**src/rtl/shifter_pkg.sv**
```systemverilog
// Shared types and constants for the iterative right shifter.
package shifter_pkg;

  typedef enum logic [1:0] {
    IDLE,
    SHIFT,
    DONE
  } shift_state_t;

  localparam int unsigned SHIFT_STEP = 2;
  localparam int unsigned WORD_W     = 32;

endpackage

```
**src/rtl/right_shift_step.sv**
```systemverilog
// Combinational right shift by one or two bits with a caller-supplied fill bit;
// the direction-reversed analogue of the two-bit left shifter.
module right_shift_step #(
  parameter int unsigned WIDTH = 32
) (
  input  logic [WIDTH-1:0] value,
  input  logic             fill,
  input  logic             two,
  output logic [WIDTH-1:0] result
);

  always_comb begin
    if (two) result = {fill, fill, value[WIDTH-1:2]};
    else     result = {fill, value[WIDTH-1:1]};
  end

endmodule

```
**src/rtl/seq_right_shifter.sv**
```systemverilog
// Multi-cycle logical/arithmetic right shifter: two bits per clock, Done pulse on completion.
module seq_right_shifter
  import shifter_pkg::*;
#(
  parameter int unsigned WIDTH   = WORD_W,
  parameter int unsigned SHAMT_W = $clog2(WIDTH)
) (
  input  logic               Clk,
  input  logic               Reset,
  input  logic               Start,
  input  logic [WIDTH-1:0]   ValueIn,
  input  logic [SHAMT_W-1:0] ShiftAmt,
  input  logic               Arithmetic,
  output logic               Busy,
  output logic               Done,
  output logic [WIDTH-1:0]   ValueOut
);

  shift_state_t       state, next_state;
  logic [WIDTH-1:0]   acc;
  logic [SHAMT_W-1:0] remaining;
  logic               mode;
  logic [WIDTH-1:0]   value_out;

  logic               step_two;
  logic               fill;
  logic               last_step;
  logic [SHAMT_W-1:0] step_dec;
  logic [WIDTH-1:0]   stepped;

  // Sign is re-read from the accumulator each step so repeated steps keep extending it.
  always_comb begin
    step_two  = (remaining >= SHAMT_W'(SHIFT_STEP));
    fill      = mode & acc[WIDTH-1];
    last_step = (remaining <= SHAMT_W'(SHIFT_STEP));
    step_dec  = step_two ? SHAMT_W'(SHIFT_STEP) : SHAMT_W'(1);
  end

  right_shift_step #(.WIDTH(WIDTH)) u_step (
    .value  (acc),
    .fill   (fill),
    .two    (step_two),
    .result (stepped)
  );

  always_ff @(posedge Clk) begin
    if (Reset) state <= IDLE;
    else       state <= next_state;
  end

  always_comb begin
    next_state = state;
    case (state)
      IDLE:    if (Start) next_state = (ShiftAmt != '0) ? SHIFT : DONE;
      SHIFT:   if (last_step) next_state = DONE;
      DONE:    next_state = IDLE;
      default: next_state = IDLE;
    endcase
  end

  // ValueOut is loaded on the edge entering DONE so it is already valid while Done is high.
  always_ff @(posedge Clk) begin
    if (Reset) begin
      acc       <= '0;
      remaining <= '0;
      mode      <= 1'b0;
      value_out <= '0;
    end else begin
      case (state)
        IDLE: begin
          if (Start) begin
            acc       <= ValueIn;
            remaining <= ShiftAmt;
            mode      <= Arithmetic;
            if (ShiftAmt == '0) value_out <= ValueIn;
          end
        end
        SHIFT: begin
          acc       <= stepped;
          remaining <= remaining - step_dec;
          if (last_step) value_out <= stepped;
        end
        default: ;
      endcase
    end
  end

  always_comb begin
    Busy     = (state != IDLE);
    Done     = (state == DONE);
    ValueOut = value_out;
  end

endmodule

```
**config.mk**
```make
export PLATFORM = sky130hd
export DESIGN_NAME = seq_right_shifter
export DESIGN_NICKNAME = d
export VERILOG_FILES = /design/src/rtl/shifter_pkg.sv /design/src/rtl/right_shift_step.sv /design/src/rtl/seq_right_shifter.sv
export SDC_FILE = /design/constraint.sdc
export NUM_CORES = 1
export LEC_CHECK = 0
export ABC_AREA = 0
export CAP_MARGIN = 5
export CORE_MARGIN = 2
export CORE_UTILIZATION = 40
export CTS_CLUSTER_DIAMETER = 50
export DETAILED_ROUTE_END_ITERATION = 8
export PLACE_DENSITY = 0.69
export SLEW_MARGIN = 5
export SYNTH_ARGS = -nofsm -noshare
export SYNTH_HDL_FRONTEND = slang
export SYNTH_SLANG_ARGS = --single-unit
export TNS_END_PERCENT = 50
```
**constraint.sdc**
```tcl
create_clock -name Clk -period 2 [get_ports Clk]
set_input_delay 0.3 -clock Clk [delete_from_list [all_inputs] [get_ports Clk]]
set_output_delay 0.3 -clock Clk [all_outputs]
set_load 0.01 [all_outputs]
```
==> results.rst <==
.. list-table::
   :header-rows: 1

   * - Metric
     - Value
   * - Count of routing violations after the opening detailed-route iteration
     - 250
   * - Vias after detailed routing
     - 3985
   * - Max-slew violation count
     - 0
   * - Buffers from clock root to sink, at most
     - 2
   * - Post-Route Hold Slack
     - 0.368 ns
   * - H-tree lvl count
     - 3
   * - Most instantiated flip-flop cell in the synthesis netlist
     - sky130_fd_sc_hd__dfxtp_1
   * - Number of violations of the max-capacitance limit
     - 0
   * - Number of warning messages in the yosys log
     - 0
   * - Share of the cycle needed by the critical path after routing
     - 0.963
   * - Ys async rst share
     - 0
   * - Yosys cell types
     - 45
   * - Summed instance area of the synthesized netlist
     - 3980 µm²
   * - Slew of the pin with the lowest slew margin
     - 0.447 ns
   * - Minimum clock period after layout
     - 1.93 ns
   * - Startpoint type of the worst setup path
     - flip-flop
   * - Min setup slack post-route
     - 0.0730 ns
   * - Fraction of layout instances using a drive strength above 1
     - 0.181
   * - Power density normalized to cell area
     - 857 nW/µm²
   * - Sequential-to-total area share from yosys stat
     - 0.357
   * - Register Area
     - 1420 µm²
   * - Number of clock sinks seen by CTS
     - 71
   * - Ports placed on the boundary
     - 75
   * - Total DRC errors in the routed layout
     - 0
   * - Status
     - finished clean
   * - Post-Synthesis Net Count
     - 508
   * - Pin count of the biggest net entering global routing
     - 33
   * - Antenna-violating nets left
     - 0
   * - Total wire length after detailed routing
     - 11900 µm
   * - Horiz. Die Dim
     - 104 µm
   * - Highest ir drop seen on vdd
     - 0.443 mV
   * - Clock tree from TritonCTS
     - yes
   * - Height of the chip
     - 104 µm
   * - Clock latency at the later pin of the worst-skew pair
     - 0.34 ns
   * - RSZ-0062 raised after global routing
     - false
   * - Cell Chain, Critical Path
     - nor4_4 -> ha_1 -> inv_1 -> a2111oi_2 -> mux2_2 -> a21oi_1
   * - Worst hold path type
     - primary input to flip-flop
   * - Non-filler instance count after layout
     - 668
   * - WL/cell
     - 17.7 µm
   * - Max Clock Freq
     - 519 MHz
   * - Mapped Avg Cell Area
     - 8.58 µm²
   * - Die footprint
     - 10800 µm²
   * - Clock Skews
     - 0.00602 ns
   * - # setup viols final
     - 0
   * - GP Congestion
     - 0.812
   * - Number of buffers added to fix hold violations after cts
     - 0
   * - Most common library cell in the layout ignoring fill and taps
     - sky130_fd_sc_hd__clkdlybuf4s50_1
   * - Number of global-route vias before repair
     - 3811
   * - Hold Vio Cnt, Final
     - 0
   * - Final Net Count
     - 577
   * - Commonest cells after routing, fill and taps aside
     - sky130_fd_sc_hd__clkdlybuf4s50_1 (71), sky130_fd_sc_hd__dfxtp_1 (70), sky130_fd_sc_hd__o21ai_0 (67)
   * - Clock buffer count from CTS
     - 9
   * - # diodes
     - 0
   * - Core Box Area
     - 9730 µm²
   * - Finished Core Util
     - 0.531
   * - Largest fanout of any net on the critical path
     - 3
   * - Slew Limit Headroom
     - 0.698
   * - Total number of placement rows
     - 36
   * - Number of enable flip-flop cells after synthesis
     - 0
   * - Crit end category
     - flip-flop
   * - Inst Count DP
     - 653
   * - Worst setup path class
     - flip-flop to flip-flop
   * - Peak per-stage delay on the critical path
     - 0.38 ns
   * - Number of antenna violations at the first check in global routing
     - 0
   * - Reg clk slew, reported paths
     - 0.07 ns
   * - Port bufs
     - 74
   * - Master of the slowest instance on the critical path
     - sky130_fd_sc_hd__mux2_2
   * - Critical path data arrival time
     - 2.20 ns
   * - Global routing usage summed across all routing layers
     - 0.222
   * - Gate Count Post-Synth
     - 464
   * - Grt total ovfl
     - 0
   * - Initial standard-cell utilization of the core
     - 0.409
   * - Worst slack at placement
     - 0.0522 ns
   * - Root cell of the clock tree
     - sky130_fd_sc_hd__clkbuf_8
   * - Fillers
     - 956
   * - Area growth from synthesis to layout
     - 29.9%
   * - PnR Total Power
     - 4.43 mW
   * - Required arrival time at the worst endpoint
     - 2.27 ns
   * - Post-detail-place hpwl
     - 8140 µm
   * - Leakage dissipation
     - 1.71 nW
   * - Vias per Instance
     - 5.97
   * - Total area of multi-input combinational cells
     - 2150 µm²
   * - Flip-flop and latch count after synthesis
     - 71
   * - First-pass GRT wire length
     - 19700 µm
   * - First-pass iteration count of the detailed router
     - 5
flip-flops by register name (all words and copies together), names as in the netlist:
| name | flops |
|---|---|
| ValueOut | 32 |
| acc | 31 |
| remaining | 5 |
| state | 2 |
| mode | 1 |
final timing paths:
| path | cells after the start | end | slack, ns | startpoint |
|---|---|---|---|---|
| worst max-delay path | 6 | remaining[3] | 0.07 | remaining[1] |
| worst min-delay path | 2 | remaining[2] | 0.37 | Reset |
| worst max register to register | 6 | remaining[3] | 0.07 | remaining[1] |
| worst min register to register | 2 | acc[1] | 0.45 | acc[1] |
cell type report:
| class | instances | area share |
|---|---|---|
| Timing Repair Buffer | 115 | 0.213 |
| Sequential cell | 71 | 0.275 |
| Inverter | 36 | 0.0269 |
| Clock inverter | 1 | 0.00581 |
| Tap cell | 133 | 0.0322 |
| Clock buffer | 12 | 0.0300 |
| Multi-Input combinational cell | 300 | 0.417 |
through the flow:
step	cell area [µm²]	setup TNS, ns
after floorplan	3980	0
after global placement	4960	0
after detailed placement	4960	0
after CTS	5140	-0.0924
after global routing	5170	0
final	5170	0
synthesized netlist by cell type, drive strengths merged (2+ instances only):
master / instances / area, µm²
a311oi: 2 / 23.8
ha: 2 / 25.0
inv: 36 / 135
a22oi: 2 / 20.0
clkbuf: 41 / 154
nand2b: 2 / 12.5
o21ai: 88 / 440
o41ai: 29 / 254
nor3b: 2 / 15.0
nand2: 8 / 30.0
o21a: 2 / 15.0
nor3: 2 / 10.0
buf: 16 / 124
a21oi: 37 / 185
or3: 29 / 181
a2111oi: 2 / 42.5
a211oi: 5 / 37.5
o2111ai: 30 / 263
o211ai: 31 / 378
nor2: 11 / 41.3
dfxtp: 71 / 1420
what timing repair did:
| item | in CTS | in global routing |
|---|---|---|
| setup endpoints to repair | 2 | 2 |
| setup buffers | 0 | 2 |
| resized for setup | 1 | 4 |
worst max-delay path: cells and delay by family (launching register included):
kind / cells / cell delay, ns
compound gates: 2 / 0.51
fa+ha+maj: 1 / 0.24
flops: 1 / 0.34
simple gates: 1 / 0.33
mux: 1 / 0.38
buf+inv: 1 / 0.07
power by group:
group	internal (mW)	switching, mW	total, mW	leakage, nW
clock	0.626	0.523	1.15	0.0944
sequential	1.58	0.108	1.69	0.583
combinational	0.673	0.919	1.59	1.03
total	2.88	1.55	4.43	1.71
kinds of logic after synthesis:
family	Yosys count	share of synthesized area
compound gates	234	0.432
flops	71	0.357
simple gates	61	0.0902
buf+inv	93	0.104
fa+ha+maj	3	0.0113
mux	2	0.00534
layer usage:
layer  up-vias  wire, µm  GRT usage
met4         0       136     0.0695
met2       128      5780      0.366
met5         -         0          0
li1       1918         -          -
met1      1928      5340      0.298
met3        11       592     0.0378
(Power assumes the default switching activity.)
